### src/rtl/hazard_ctrl.sv
// hazard_ctrl: pipeline hazard and sequencing controller for the 5-stage core.
// Resolves load-use hazards detected in ID, taken branches/jumps redirected
// from EX, and fixed-latency mul/div ops that occupy EX for MD_LAT cycles.
// Also keeps stall and flush performance counters.
//
// Ports:
//   clk, reset (async, active-low)
//   id_rs1/id_rs2/id_use_rs1/id_use_rs2/id_bubble : ID instruction operand info
//   ex_rd/ex_memread                              : EX instruction (load) info
//   ex_redirect/ex_target                         : taken branch/jump from EX
//   md_start                                      : mul/div op entering EX
//   pc_stop/pc_sel/pc_target                      : PC register control
//   ifid_stop/ifid_jump                           : IF/ID register control
//   idex_flush                                    : ID/EX bubble insert
//   ex_hold                                       : hold ID/EX + EX operands
//   md_busy                                       : mul/div wait in progress
//   stall_cnt/flush_cnt                           : performance counters
//
// state   | meaning
// --------+--------------------------------------------------------------
// RUN     | normal flow; load-use, redirect and md_start are evaluated
// MD_WAIT | mul/div still occupying EX; pipeline fully held

module hazard_ctrl #(
  parameter int MD_LAT = 4
) (
  input  logic        clk,
  input  logic        reset,
  input  logic [4:0]  id_rs1,
  input  logic [4:0]  id_rs2,
  input  logic        id_use_rs1,
  input  logic        id_use_rs2,
  input  logic        id_bubble,
  input  logic [4:0]  ex_rd,
  input  logic        ex_memread,
  input  logic        ex_redirect,
  input  logic [31:0] ex_target,
  input  logic        md_start,
  output logic        pc_stop,
  output logic        pc_sel,
  output logic [31:0] pc_target,
  output logic        ifid_stop,
  output logic        ifid_jump,
  output logic        idex_flush,
  output logic        ex_hold,
  output logic        md_busy,
  output logic [31:0] stall_cnt,
  output logic [31:0] flush_cnt
);

  typedef enum logic {
    RUN     = 1'b0,
    MD_WAIT = 1'b1
  } state_e;

  state_e      state_q, state_d;
  logic [7:0]  md_cnt_q, md_cnt_d;
  logic [31:0] stall_cnt_q, stall_cnt_d;
  logic [31:0] flush_cnt_q, flush_cnt_d;

  logic lu;
  logic pc_stop_c, pc_sel_c, ifid_stop_c, ifid_jump_c, idex_flush_c, ex_hold_c;
  logic redirect_fire;

  assign lu = (state_q == RUN) & ex_memread & (ex_rd != 5'd0) & ~id_bubble &
              ((id_use_rs1 & (id_rs1 == ex_rd)) | (id_use_rs2 & (id_rs2 == ex_rd)));

  always_comb begin
    state_d       = state_q;
    md_cnt_d      = md_cnt_q;
    pc_stop_c     = 1'b0;
    pc_sel_c      = 1'b0;
    ifid_stop_c   = 1'b0;
    ifid_jump_c   = 1'b0;
    idex_flush_c  = 1'b0;
    ex_hold_c     = 1'b0;
    redirect_fire = 1'b0;

    if (state_q == MD_WAIT) begin
      pc_stop_c   = 1'b1;
      ifid_stop_c = 1'b1;
      ex_hold_c   = 1'b1;
      md_cnt_d    = md_cnt_q - 8'd1;
      if (md_cnt_q == 8'd1) begin
        state_d = RUN;
      end
    end else if (md_start) begin
      // md_start beats a simultaneous redirect; that combination is illegal upstream.
      pc_stop_c   = 1'b1;
      ifid_stop_c = 1'b1;
      ex_hold_c   = 1'b1;
      if (MD_LAT > 1) begin
        state_d  = MD_WAIT;
        md_cnt_d = 8'(MD_LAT - 1);
      end
    end else if (ex_redirect) begin
      pc_sel_c      = 1'b1;
      ifid_jump_c   = 1'b1;
      idex_flush_c  = 1'b1;
      redirect_fire = 1'b1;
    end else if (lu) begin
      pc_stop_c    = 1'b1;
      ifid_stop_c  = 1'b1;
      idex_flush_c = 1'b1;
    end

    stall_cnt_d = stall_cnt_q + {31'd0, pc_stop_c};
    flush_cnt_d = flush_cnt_q + {31'd0, redirect_fire};
  end

  always_ff @(posedge clk or negedge reset) begin
    if (!reset) begin
      state_q     <= RUN;
      md_cnt_q    <= 8'd0;
      stall_cnt_q <= 32'd0;
      flush_cnt_q <= 32'd0;
    end else begin
      state_q     <= state_d;
      md_cnt_q    <= md_cnt_d;
      stall_cnt_q <= stall_cnt_d;
      flush_cnt_q <= flush_cnt_d;
    end
  end

  // Controls are combinational, so they are gated by reset to stay quiet
  // while reset is asserted regardless of what the pipeline drives.
  assign pc_stop    = reset & pc_stop_c;
  assign pc_sel     = reset & pc_sel_c;
  assign ifid_stop  = reset & ifid_stop_c;
  assign ifid_jump  = reset & ifid_jump_c;
  assign idex_flush = reset & idex_flush_c;
  assign ex_hold    = reset & ex_hold_c;
  assign md_busy    = reset & (state_q == MD_WAIT);
  assign pc_target  = reset ? ex_target : 32'd0;
  assign stall_cnt  = stall_cnt_q;
  assign flush_cnt  = flush_cnt_q;

endmodule

### config.mk
export PLATFORM = sky130hd
export DESIGN_NAME = hazard_ctrl
export DESIGN_NICKNAME = d
export VERILOG_FILES = /design/src/rtl/hazard_ctrl.sv
export SDC_FILE = /design/constraint.sdc
export NUM_CORES = 1
export LEC_CHECK = 0
export ABC_AREA = 0
export BUFFER_PORTS_ARGS = -buffer_cell sky130_fd_sc_hd__buf_2
export CORE_MARGIN = 4
export CORE_UTILIZATION = 42
export CTS_CLUSTER_SIZE = 30
export DETAILED_ROUTE_END_ITERATION = 6
export PLACE_DENSITY = 0.72
export SETUP_SLACK_MARGIN = 0.15
export SYNTH_ARGS = -nofsm -noshare
export SYNTH_HDL_FRONTEND = slang
export SYNTH_SLANG_ARGS = --single-unit
### constraint.sdc
create_clock -name clk -period 3.45 [get_ports clk]
set_clock_uncertainty 0.05 [all_clocks]
set_input_delay 1.035 -clock clk [delete_from_list [all_inputs] [get_ports clk]]
set_output_delay 1.035 -clock clk [all_outputs]
set_load 0.05 [all_outputs]
; Yosys cells after proc, flatten, opt, wreduce, memory -nomap -nowiden
; Cells that the tools add are included.
[op_classes]
bitwise_logic = 14
n_reduce_logical = 2
mux = 17
add_sub_neg = 3
eq_ne = 3
[ops]
columns = operator, count
row1 = 32-bit by 1-bit adder with 32-bit output, 2
row2 = 32-bit two-way mux, 1
row3 = 8-bit two-way mux, 2
row4 = 1-bit two-way mux, 14
row5 = 1-bit bitwise AND, 11
row6 = 5-bit equality test, 2
row7 = "8-bit by 1-bit equality test with 1-bit output, second input constant", 1
row8 = "8-bit by 1-bit subtractor with 8-bit output, second input constant", 1
row9 = 5-bit nonzero test, 1
row10 = 1-bit NOT, 2
row11 = 2-bit nonzero test, 1
row12 = 1-bit bitwise OR, 1
[word_totals]
in_bits = 55
register_bits = 73

; Depth between registers and ports, before layout
; Gate-level depths: netlist (run 1).
[logic_depth]
ltp_word = 10
mapped_depth = 11
ltp_nobuf = 10

; Least setup slack after synthesis (run 1)
; OpenSTA, ideal clock, no wires.
[synth_timing]
path_type = input-to-output
from = input reset
to = output pc_stop
t_required_ps = 2365
path_slack_ps = -561
t_arrival_ps = 2926
stages = 4
path_cell_list = clkbuf_1 > nor2b_1 > o21bai_1 > buf_4
[synth_between]
elab_chain_len = 1
[synth_lines]
columns = element, line
row1 = "start, declared", 28  ; input logic reset,
row2 = 1-bit bitwise AND, n/a
row3 = "end, declared", 39  ; output logic pc_stop,
; Every way passes these cells.

; Worst setup path after layout (run 1)
[layout_timing]
from = input ex_rd[4]
to = output pc_stop
[layout_between]
elab_chain_len = 9
[layout_lines]
columns = element, line
row1 = "start, declared", 34  ; input logic [4:0] ex_rd,
row2 = 5-bit equality test or 5-bit nonzero test (tied branches), "66, 65"
row3 = 1-bit bitwise AND (on tied branches), "66, 65"
row4 = 1-bit bitwise OR or 1-bit bitwise AND (tied branches), "66, 65"
row5 = 1-bit bitwise AND *, 65  ; assign lu = (state_q == RUN) & ex_memread & (ex_rd != 5'd0) & ~id_bubble &
row6 = 1-bit two-way mux *, 101  ; end else if (lu) begin
row7 = 1-bit two-way mux *, 96  ; end else if (ex_redirect) begin
row8 = 1-bit two-way mux *, 87  ; end else if (md_start) begin
row9 = 1-bit two-way mux *, 79  ; if (state_q == MD_WAIT) begin
row10 = 1-bit bitwise AND *, 127  ; assign pc_stop = reset & pc_stop_c;
; Every way passes the cells marked *; elsewhere a longest branch is shown, timed or not.

==> results of run 1 <==
[worst max-delay path, cell delays in order]
cell and delay, ns:
buf_8 0.10, or4_1 0.51, o211a_1 0.26, nand3b_1 0.14, o21bai_4 0.09, buf_6 0.16
[synth_stat cells (all sizes together) (7+ instances only)]
cell / number / share of area
nand2: 25 / 0.026
xor2: 32 / 0.075
xnor2: 41 / 0.096
dfrtp: 73 / 0.49
nor2: 13 / 0.013
and2: 36 / 0.060
nand3: 24 / 0.032
nor4: 7 / 0.025
and4: 9 / 0.022
nand4: 14 / 0.033
and3: 9 / 0.015
nor3: 16 / 0.023
[cell type report]
type,instances,area (sq um)
clock buffers,10,137.6
clock inverters,5,56.30
fillers,780,3702
inverters,6,22.52
multi-input cells,256,1898
flip-flops and latches,73,1827
well taps,108,135.1
repair buffers,165,899.6
[state kept, by name, summed over array words and instances (netlist names)]
name       count
flush_cnt     32
stall_cnt     32
md_cnt_q       8
state_q        1
[power groups by stage]
stage / combinational (mW) / sequential [mW] / clock (mW)
2_1_floorplan: 0.363 / 1.29 / 0
6_report: 0.751 / 1.10 / 0.662
3_5_place_dp: 0.747 / 1.12 / 0
4_1_cts: 0.756 / 1.11 / 0.682
5_1_grt: 0.814 / 1.13 / 0.719
3_3_place_gp: 0.732 / 1.11 / 0
[cells in the final DEF, fill, tap and decap left out, types with 2 or more instances in the layout]
| master | n |
|---|---|
| buf_2 | 151 |
| ha_1 | 6 |
| nand4_1 | 11 |
| nor2_1 | 12 |
| inv_1 | 6 |
| a22o_1 | 3 |
| and2_1 | 35 |
| a21oi_1 | 3 |
| xnor2_1 | 41 |
| buf_4 | 8 |
| nand3_1 | 23 |
| buf_8 | 2 |
| buf_6 | 3 |
| nor3_1 | 15 |
| xor2_1 | 31 |
| and4_1 | 8 |
| clkinv_2 | 2 |
| o21bai_4 | 2 |
| nand4_4 | 2 |
| nand2b_1 | 2 |
| and3_2 | 2 |
| and3_1 | 7 |
| nor4_4 | 3 |
| nor4_2 | 3 |
| nand2_1 | 24 |
| dfrtp_1 | 73 |
| clkbuf_8 | 10 |
[kinds of logic after synthesis]
logic type,Yosys count,synth area share
buffers and inverters,15,0.01842
AND/OR/NAND/NOR,162,0.2707
flip-flops,73,0.4891
adder cells (fa/ha/maj),6,0.02010
multiplexers,1,0.002680
XOR/XNOR,73,0.1712
AO/OA/AOI/OAI,14,0.02781
[how the worst max path moves through the flow]
stage,slack (ns),startpoint,end
4_1_cts,0.06,ex_rd[4],pc_stop
5_1_grt,0.02,ex_rd[4],pc_stop
3_3_place_gp,0.03,ex_rd[3],pc_stop
6_report,0.07,ex_rd[4],pc_stop
3_5_place_dp,-0.03,ex_rd[3],stall_cnt[20]
2_1_floorplan,0.11,ex_rd[1],pc_stop
[what timing repair did]
item / CTS / global route
setup buffers: 1 / 0
pin swaps: 6 / 5
cloned: 0 / 0
endpoints found under the setup margin: 3 / 4
gates resized for setup: 12 / 5
[through the flow]
stage	util	TNS [ns]	instance area [sq um]	hold WS, ns
after detailed placement	0.5420	-0.07755	4703	0.4044
final	0.5734	0	4976	0.4094
after global routing	0.5734	0	4976	0.4295
after global placement	0.5420	0	4703	0.4032
after CTS	0.5701	0	4947	0.4181
after floorplan	-	0	3765	0.4190
[per-layer routing]
metal,up-vias,wire length [um]
li1,1511,-
met1,1513,3712
met2,123,4524
met3,14,655
met4,0,190
met5,-,0
==> out/results.ini, run 1 <==
[run_status]
status=completed

[route]
ant_nets=0
viasPerCell=5.074
route.vias.total=3161
dr.pass1.iters=6
wirelength_mm=9.082
drtIter0Drc=75
drc=0
post_drt_wl_per_cell_um=14.58

[synth]
ys_types=44
netlist_area_sq_um=3735
synthCells=344
synth-edff-count=0
async_reset_ff_frac=1.000
synthFlopType=dfrtp_1
ys_warn_count=0
synth_fp_nets=405
ys_seq_area_frac=0.4891
ys_ff_latch=73
syn_avg_cell_area_sq_um=10.86

[timing]
post-route-period-util=0.9803
slew_violations=0
rsz0062_at_grt=yes
relSlewSlack=0.4051
hold_viol=0
fin_crit_ns=3.382
setup_ws_ns=0.06814
setup_viol=0
worstMarginPinSlew_ns=0.8924
fmax_mhz=295.7

[clock_tree]
path_clk_slew_ns=0.08
cts-root-buf=clkbuf_8
cts_tree=done
cts_hold_buf=0
clkLatencyLatePin_ns=0.35
clockBufferDepth=2
ctsHtreeMaxLevel=3
cts_made_buffers=9
cts_sinks=73

[power]
p_sw_mw=0.9525
p_int_mw=1.565
p_leak_nw=2.670
pwr-share-clk=0.263
combPwrFrac=0.298
powerDensity_nw_per_um2=506.0
p_seq_frac=0.439
vdd_drop_max_v=0.0003267
power_mw=2.518
p_sw_frac=0.3783

[placed_design]
dp.cells=607
place_ws_ns=-0.03235
dp_hpwl_mm=6.898
io_buffers=157
place.gp.congestion=0.9084

[final_layout]
syn_to_final_growth_pct=33.23
layout.nets=572
n_antenna_cell=0
drive_gt1_frac=0.3942
instances_no_fill=623

[global_routing]
grt_max_degree=74
grt_pass1_wl_mm=14.59
use_met1=0.2119
grt_util_met3=0.04778
grtUsageTotal=0.1756
antenna_found_initial=0
globalRouteMet2Util=0.2939
grt_pass1_vias=3179
grt.busiest_layer=met2
grt-ovfl-total=0

[job]
maxCapViolations=0

[worst_setup_path]
endpoint_kind=primary output
crit_path_start_kind=primary input
reg2reg_slack_ns=0.91
r2r-start=state_q
cp_data_arrival_time_ns=2.30
critPathMaxFanout=3
r2r_end=flush_cnt[28]
required_ns=2.36
ff2ff_path_depth=8
crit_type=in2out

[worst_hold_path]
min_to=flush_cnt[31]
hp-start=flush_cnt[31]
whs_path_depth=1
min_path_type=reg2reg

[floorplanning]
pin_count=158
initial_core_util=0.4304
die_height_um=102.3
die_w_um=102.3
dieArea_sq_um=10470
fp-row-count=34
coreArea_sq_um=8678

(Power assumes the default switching activity.)
==> run 2, diff against run 1 <==
--- a/constraint.sdc
+++ b/constraint.sdc
@@ -4,2 +4,2 @@
 set_output_delay 1.035 -clock clk [all_outputs]
-set_load 0.05 [all_outputs]
+set_load 0.1 [all_outputs]
==> run 2 against run 1 <==
  * Clock power rose by 7.4%
  * Setup slack got worse by 0.042 ns
  * Sequential share of layout area down 4.1 points
  * First-iteration DRC count up 69%
  * Routed wire length up 6.8%
  * Register-to-register slack about the same
  * Core utilization is 7.1 points higher
  * Global-route usage rose by 0.58 points
  * Worst hold slack improved by 0.016 ns
  * Count of clock-buffer cells in the layout rose by 1
  * Via count increased by 0.16%
==> out/results.ini, run 2 (synthesis gave the netlist of run 1 again) <==
[worst_setup_path]
critPathBufInv=3  ; was 2
endpoint_kind=primary output  ; unchanged
required_ns=2.36  ; about the same
crit_type=in2out  ; unchanged
cp_data_arrival_time_ns=2.34  ; was 2.30 ns
cp_cell_sequence=buf_2, xor2_2, nor4_2, a32oi_1, buf_4, o21bai_4, buf_12  ; was buf_8, or4_1, o211a_1, nand3b_1, o21bai_4, buf_6
slowest_stage=nor4_2  ; was or4_1
cp_top_family=buffers and inverters  ; was simple AND/OR/NAND/NOR gates
crit_path_start_kind=primary input  ; unchanged
cpPeakStageDelay_ns=0.30  ; was 0.51 ns
critPathMaxFanout=2  ; was 3

[clock_tree]
path_clk_slew_ns=0.09  ; was 0.08 ns
cts_tree=done  ; unchanged
cts-root-buf=clkbuf_8  ; unchanged
clockBufferDepth=2  ; unchanged
clkLatencyLatePin_ns=0.35  ; about the same
cts_sinks=73  ; unchanged
cts_made_buffers=9  ; unchanged
cts_hold_buf=0  ; unchanged
ctsHtreeMaxLevel=3  ; unchanged

[floorplanning]
initial_core_util=0.4304  ; unchanged
die_height_um=102.3  ; unchanged
coreArea_sq_um=8678  ; unchanged
fp-row-count=34  ; unchanged
dieArea_sq_um=10470  ; unchanged
die_w_um=102.3  ; unchanged
pin_count=158  ; unchanged

[timing]
fmax_mhz=292.0  ; was 295.7 MHz
setup_ws_ns=0.02591  ; was 0.06814 ns
relSlewSlack=0.5828  ; was 0.4051
hold_slack_ns=0.4250  ; was 0.4094 ns
tns_ns=0  ; unchanged
slew_violations=0  ; unchanged
hold_viol=0  ; unchanged
setup_viol=0  ; unchanged
worstMarginPinSlew_ns=0.6258  ; was 0.8924 ns
rsz0062_at_grt=yes  ; unchanged
post-route-period-util=0.9925  ; was 0.9803
fin_crit_ns=3.424  ; was 3.382 ns

[worst_hold_path]
min_path_type=reg2reg  ; unchanged

[global_routing]
grtUsageTotal=0.1814  ; was 0.1756
antenna_found_initial=0  ; unchanged
grt_pass1_wl_mm=15.17  ; was 14.59 mm
grt_pass1_vias=3182  ; was 3,179
grt_max_degree=51  ; was 74
grt-ovfl-total=0  ; unchanged

[route]
drtIter0Drc=127  ; was 75
viasPerCell=5.058  ; was 5.074
dr.pass1.iters=4  ; was 6
wirelength_mm=9.699  ; was 9.082 mm
ant_nets=0  ; unchanged
post_drt_wl_per_cell_um=15.49  ; was 14.58 um
route.vias.total=3166  ; was 3,161
drc=0  ; unchanged

[final_layout]
layout.nets=574  ; was 572
drive_gt1_frac=0.4035  ; was 0.3942
postLayoutCellArea_sq_um=5595  ; was 4976 sq um
n_antenna_cell=0  ; unchanged
syn_to_final_growth_pct=49.82  ; was 33.23%
mostFrequentLayoutCell=buf_2  ; unchanged
final_cell_mix=buf_2, dfrtp_1, xnor2_1  ; unchanged

[placed_design]
place.gp.congestion=0.8656  ; was 0.9084
place_ws_ns=0.01264  ; was -0.03235 ns
io_buffers=157  ; unchanged
placed_cell_area_sq_um=5295  ; was 4703 sq um
dp_hpwl_mm=7.377  ; was 6.898 mm

[power]
p_leak_nw=2.831  ; was 2.670 nW
power_mw=2.984  ; was 2.518 mW
vdd_drop_max_v=0.0004523  ; was 0.0003267 V
powerDensity_nw_per_um2=533.2  ; was 506.0 nW/um^2

[job]
maxCapViolations=0  ; unchanged

[run_status]
status=completed  ; unchanged

## run 2: changes by cell type in the layout (fill, tap and decap cells not counted), sizes merged
cell / before / now
clkbuf: 10 / 11
inv: 6 / 7
clkinv: 3 / 1
buf: 165 / 167
clkinvlp: 1 / 2
## run 2: path summary, 6_finish.rpt
| path | cells after the start | end | start | slack [ns] |
|---|---|---|---|---|
| worst max register to register | 8 | flush_cnt[28] | state_q | 0.91 |
| worst min register to register | 1 | flush_cnt[31] | flush_cnt[31] | 0.42 |
| max in group asynchronous | 2 | stall_cnt[25] | reset | 1.97 |
| min in group asynchronous | 2 | stall_cnt[10] | reset | 0.81 |
| worst min-delay path | 1 | flush_cnt[31] | flush_cnt[31] | 0.42 |
| worst max-delay path | 7 | pc_stop | id_rs2[0] | 0.03 |
## run 2: worst register-to-register path: stages (launching register included)
cell     delay, ns
dfrtp_1       0.51
nor2_2        0.34
and2_1        0.19
ha_1          0.18
ha_1          0.21
and4_1        0.23
nand3_1       0.30
nor3_1        0.31
xnor2_1       0.16
## run 2: metal layers
layer  share of wire  track usage  wire [um]
met2            0.50       0.3058       4809
met1            0.41       0.2184       3975
met5               0            0          0
met3           0.077      0.05597        748
met4           0.017      0.06660        166
## run 2: cell type report
cell class              count  area [sq um]
repair buffers            167          1476
clock buffers              11         151.4
well taps                 108         135.1
multi-input cells         256          1921
flip-flops and latches     73          1827
clock inverters             5         62.56
fillers                   687          3083
inverters                   6         22.52
## run 2: timing repair
item                       CTS  global route
setup buffers                0             1
resized for setup            4            10
pin swaps                    5             8
setup endpoints to repair    3             3
## run 2: metrics by stage
stage          instances  utilization
6_report             626       0.6448
5_1_grt              626       0.6448
4_1_cts              625       0.6375
3_5_place_dp         609       0.6102
3_3_place_gp         609       0.6102
2_1_floorplan        344            -
## run 2: power by group
group          internal (mW)  leakage (nW)  total (mW)  switching [mW]
clock                  0.378         0.102       0.711           0.333
combinational          0.333          1.77        1.17           0.836
sequential             0.965         0.962        1.10           0.139
total                   1.68          2.83        2.98            1.31
==> run 3, diff against run 2 <==
- BUFFER_PORTS_ARGS: -buffer_cell sky130_fd_sc_hd__buf_2 -> -buffer_cell sky130_fd_sc_hd__buf_4
- CTS_CLUSTER_SIZE: 30 -> 25
==> run 3 against run 2 <==
  * Non-clock buffer count down 1
  * Critical path depth is the same
  * Sequential share of layout area is 1.0 points higher
  * Setup slack improved by 0.020 ns
  * Fmax is 0.59% higher
  * Global-route usage fell by 0.73 points
  * Flip-flop and latch count is the same
  * Combinational power barely moved
  * Final area decreased by 3.1%
  * Clock power rose by 11%
  * Largest power group unchanged
==> out/results.ini, run 3 (synthesis gave the netlist of run 1 again) <==
[power]
p_sw_frac=0.4177  ; was 0.4384
p_int_mw=1.767  ; was 1.676 mW
combPwrFrac=0.375  ; was 0.392
p_seq_frac=0.364  ; was 0.370
p_leak_nw=2.757  ; was 2.831 nW
vdd_drop_max_v=0.0004713  ; was 0.0004523 V
powerDensity_nw_per_um2=559.8  ; was 533.2 nW/um^2
pwr-share-clk=0.260  ; was 0.238
p_sw_mw=1.268  ; was 1.308 mW

[timing]
setup_viol=0  ; unchanged
slew_violations=0  ; unchanged
rsz0062_at_grt=yes  ; unchanged
fin_crit_ns=3.404  ; was 3.424 ns
post-route-period-util=0.9866  ; was 0.9925
relSlewSlack=0.6035  ; was 0.5828
setup_ws_ns=0.04613  ; was 0.02591 ns
fmax_mhz=293.8  ; was 292.0 MHz
hold_viol=0  ; unchanged
worstMarginPinSlew_ns=0.5948  ; was 0.6258 ns

[global_routing]
grtUsageTotal=0.1741  ; was 0.1814
grt_max_degree=49  ; was 51
antenna_found_initial=0  ; unchanged
grt_pass1_vias=3190  ; was 3,182
grt_pass1_wl_mm=14.70  ; was 15.17 mm
grt-ovfl-total=0  ; unchanged

[worst_setup_path]
reg2reg_slack_ns=0.84  ; was 0.91 ns
crit_path_start_kind=primary input  ; unchanged
endpoint_kind=primary output  ; unchanged
critPathMaxFanout=2  ; unchanged
crit_type=in2out  ; unchanged
cp_data_arrival_time_ns=2.32  ; was 2.34 ns
required_ns=2.36  ; about the same

[placed_design]
place_ws_ns=-0.06338  ; was 0.01264 ns
io_buffers=157  ; unchanged
place.gp.congestion=0.8391  ; was 0.8656
dp.cells=609  ; unchanged
dp_hpwl_mm=7.058  ; was 7.377 mm
placed_cell_area_sq_um=5100  ; was 5295 sq um

[final_layout]
fillers=716  ; was 687
n_antenna_cell=0  ; unchanged
mostFrequentLayoutCell=buf_4  ; was buf_2
drive_gt1_frac=0.3926  ; was 0.4035
instances_no_fill=625  ; was 626
layout.nets=573  ; was 574
postLayoutCellArea_sq_um=5421  ; was 5595 sq um
final_cell_mix=buf_4, dfrtp_1, xnor2_1  ; was buf_2, dfrtp_1, xnor2_1
syn_to_final_growth_pct=45.16  ; was 49.82%
postLayoutCoreUtil=0.6247  ; was 0.6448

[floorplanning]
dieArea_sq_um=10470  ; unchanged
die_height_um=102.3  ; unchanged
initial_core_util=0.4304  ; unchanged
die_w_um=102.3  ; unchanged
pin_count=158  ; unchanged
coreArea_sq_um=8678  ; unchanged
fp-row-count=34  ; unchanged

[route]
route.vias.total=3145  ; was 3,166
drtIter0Drc=77  ; was 127
dr.pass1.iters=4  ; unchanged
wirelength_mm=9.222  ; was 9.699 mm
drc=0  ; unchanged
viasPerCell=5.032  ; was 5.058
ant_nets=0  ; unchanged
post_drt_wl_per_cell_um=14.76  ; was 15.49 um

[run_status]
status=completed  ; unchanged

[clock_tree]
postCtsSetupRepairBufs=0  ; unchanged
clkLatencyLatePin_ns=0.33  ; was 0.35 ns
cts_tree=done  ; unchanged
cts_made_buffers=9  ; unchanged
ctsHtreeMaxLevel=3  ; unchanged
path_clk_slew_ns=0.08  ; was 0.09 ns
clockBufferDepth=2  ; unchanged
cts_hold_buf=0  ; unchanged
cts_sinks=73  ; unchanged
cts-root-buf=clkbuf_8  ; unchanged

[job]
maxCapViolations=0  ; unchanged

[worst_hold_path]
min_path_type=reg2reg  ; unchanged

[run 3: stage by stage]
| stage | power, mW | hold slack [ns] | setup TNS (ns) |
|---|---|---|---|
| CTS | 3.065 | 0.4245 | 0 |
| global placement | 2.233 | 0.4092 | -0.0009039 |
| global route | 3.173 | 0.4338 | -0.01246 |
| finish | 3.035 | 0.4186 | 0 |
| detailed placement | 2.256 | 0.4120 | -0.2230 |
| floorplan | 1.961 | 0.4190 | -0.3025 |
[run 3: metal layers]
metal | GRT usage | vias up | part of all wire
li1 | - | 1518 | -
met1 | 0.2139 | 1497 | 0.41
met2 | 0.2929 | 117 | 0.50
met3 | 0.05119 | 13 | 0.080
met4 | 0.05954 | 0 | 0.016
met5 | 0 | - | 0
[run 3: area by class of cell]
type	instances	area (sq um)	area share
repair buffers	166	1303	0.2402
clock inverters	5	103.9	0.01916
multi-input cells	256	1899	0.3503
inverters	6	22.52	0.004154
well taps	108	135.1	0.02493
clock buffers	11	131.4	0.02423
flip-flops and latches	73	1827	0.3369
[run 3: path summary, 6_finish.rpt]
path | start | endpoint | cells past startpoint
max | id_rs1[3] | pc_stop | 7
min | flush_cnt[31] | flush_cnt[31] | 1
max reg2reg | state_q | stall_cnt[20] | 10
min reg2reg | flush_cnt[31] | flush_cnt[31] | 1
max in group asynchronous | reset | stall_cnt[24] | 2
min in group asynchronous | reset | flush_cnt[1] | 2
[run 3: power by group through the flow]
stage	logic [mW]	clock network (mW)	registers, mW
6_report	1.14	0.790	1.11
5_1_grt	1.20	0.844	1.13
4_1_cts	1.15	0.812	1.11
3_5_place_dp	1.13	0	1.12
3_3_place_gp	1.11	0	1.12
2_1_floorplan	0.463	0	1.50
[run 3: critical path, cell delays in order]
cell      delay, ns
buf_6          0.09
xor2_1         0.15
nor4_1         0.30
a32oi_1        0.17
buf_4          0.18
o21bai_4       0.19
buf_12         0.20
[run 3: repair_timing]
item                       4_1_cts  5_1_grt
setup endpoints to repair        3        4
pin swaps                        5        6
resized for setup               14        5
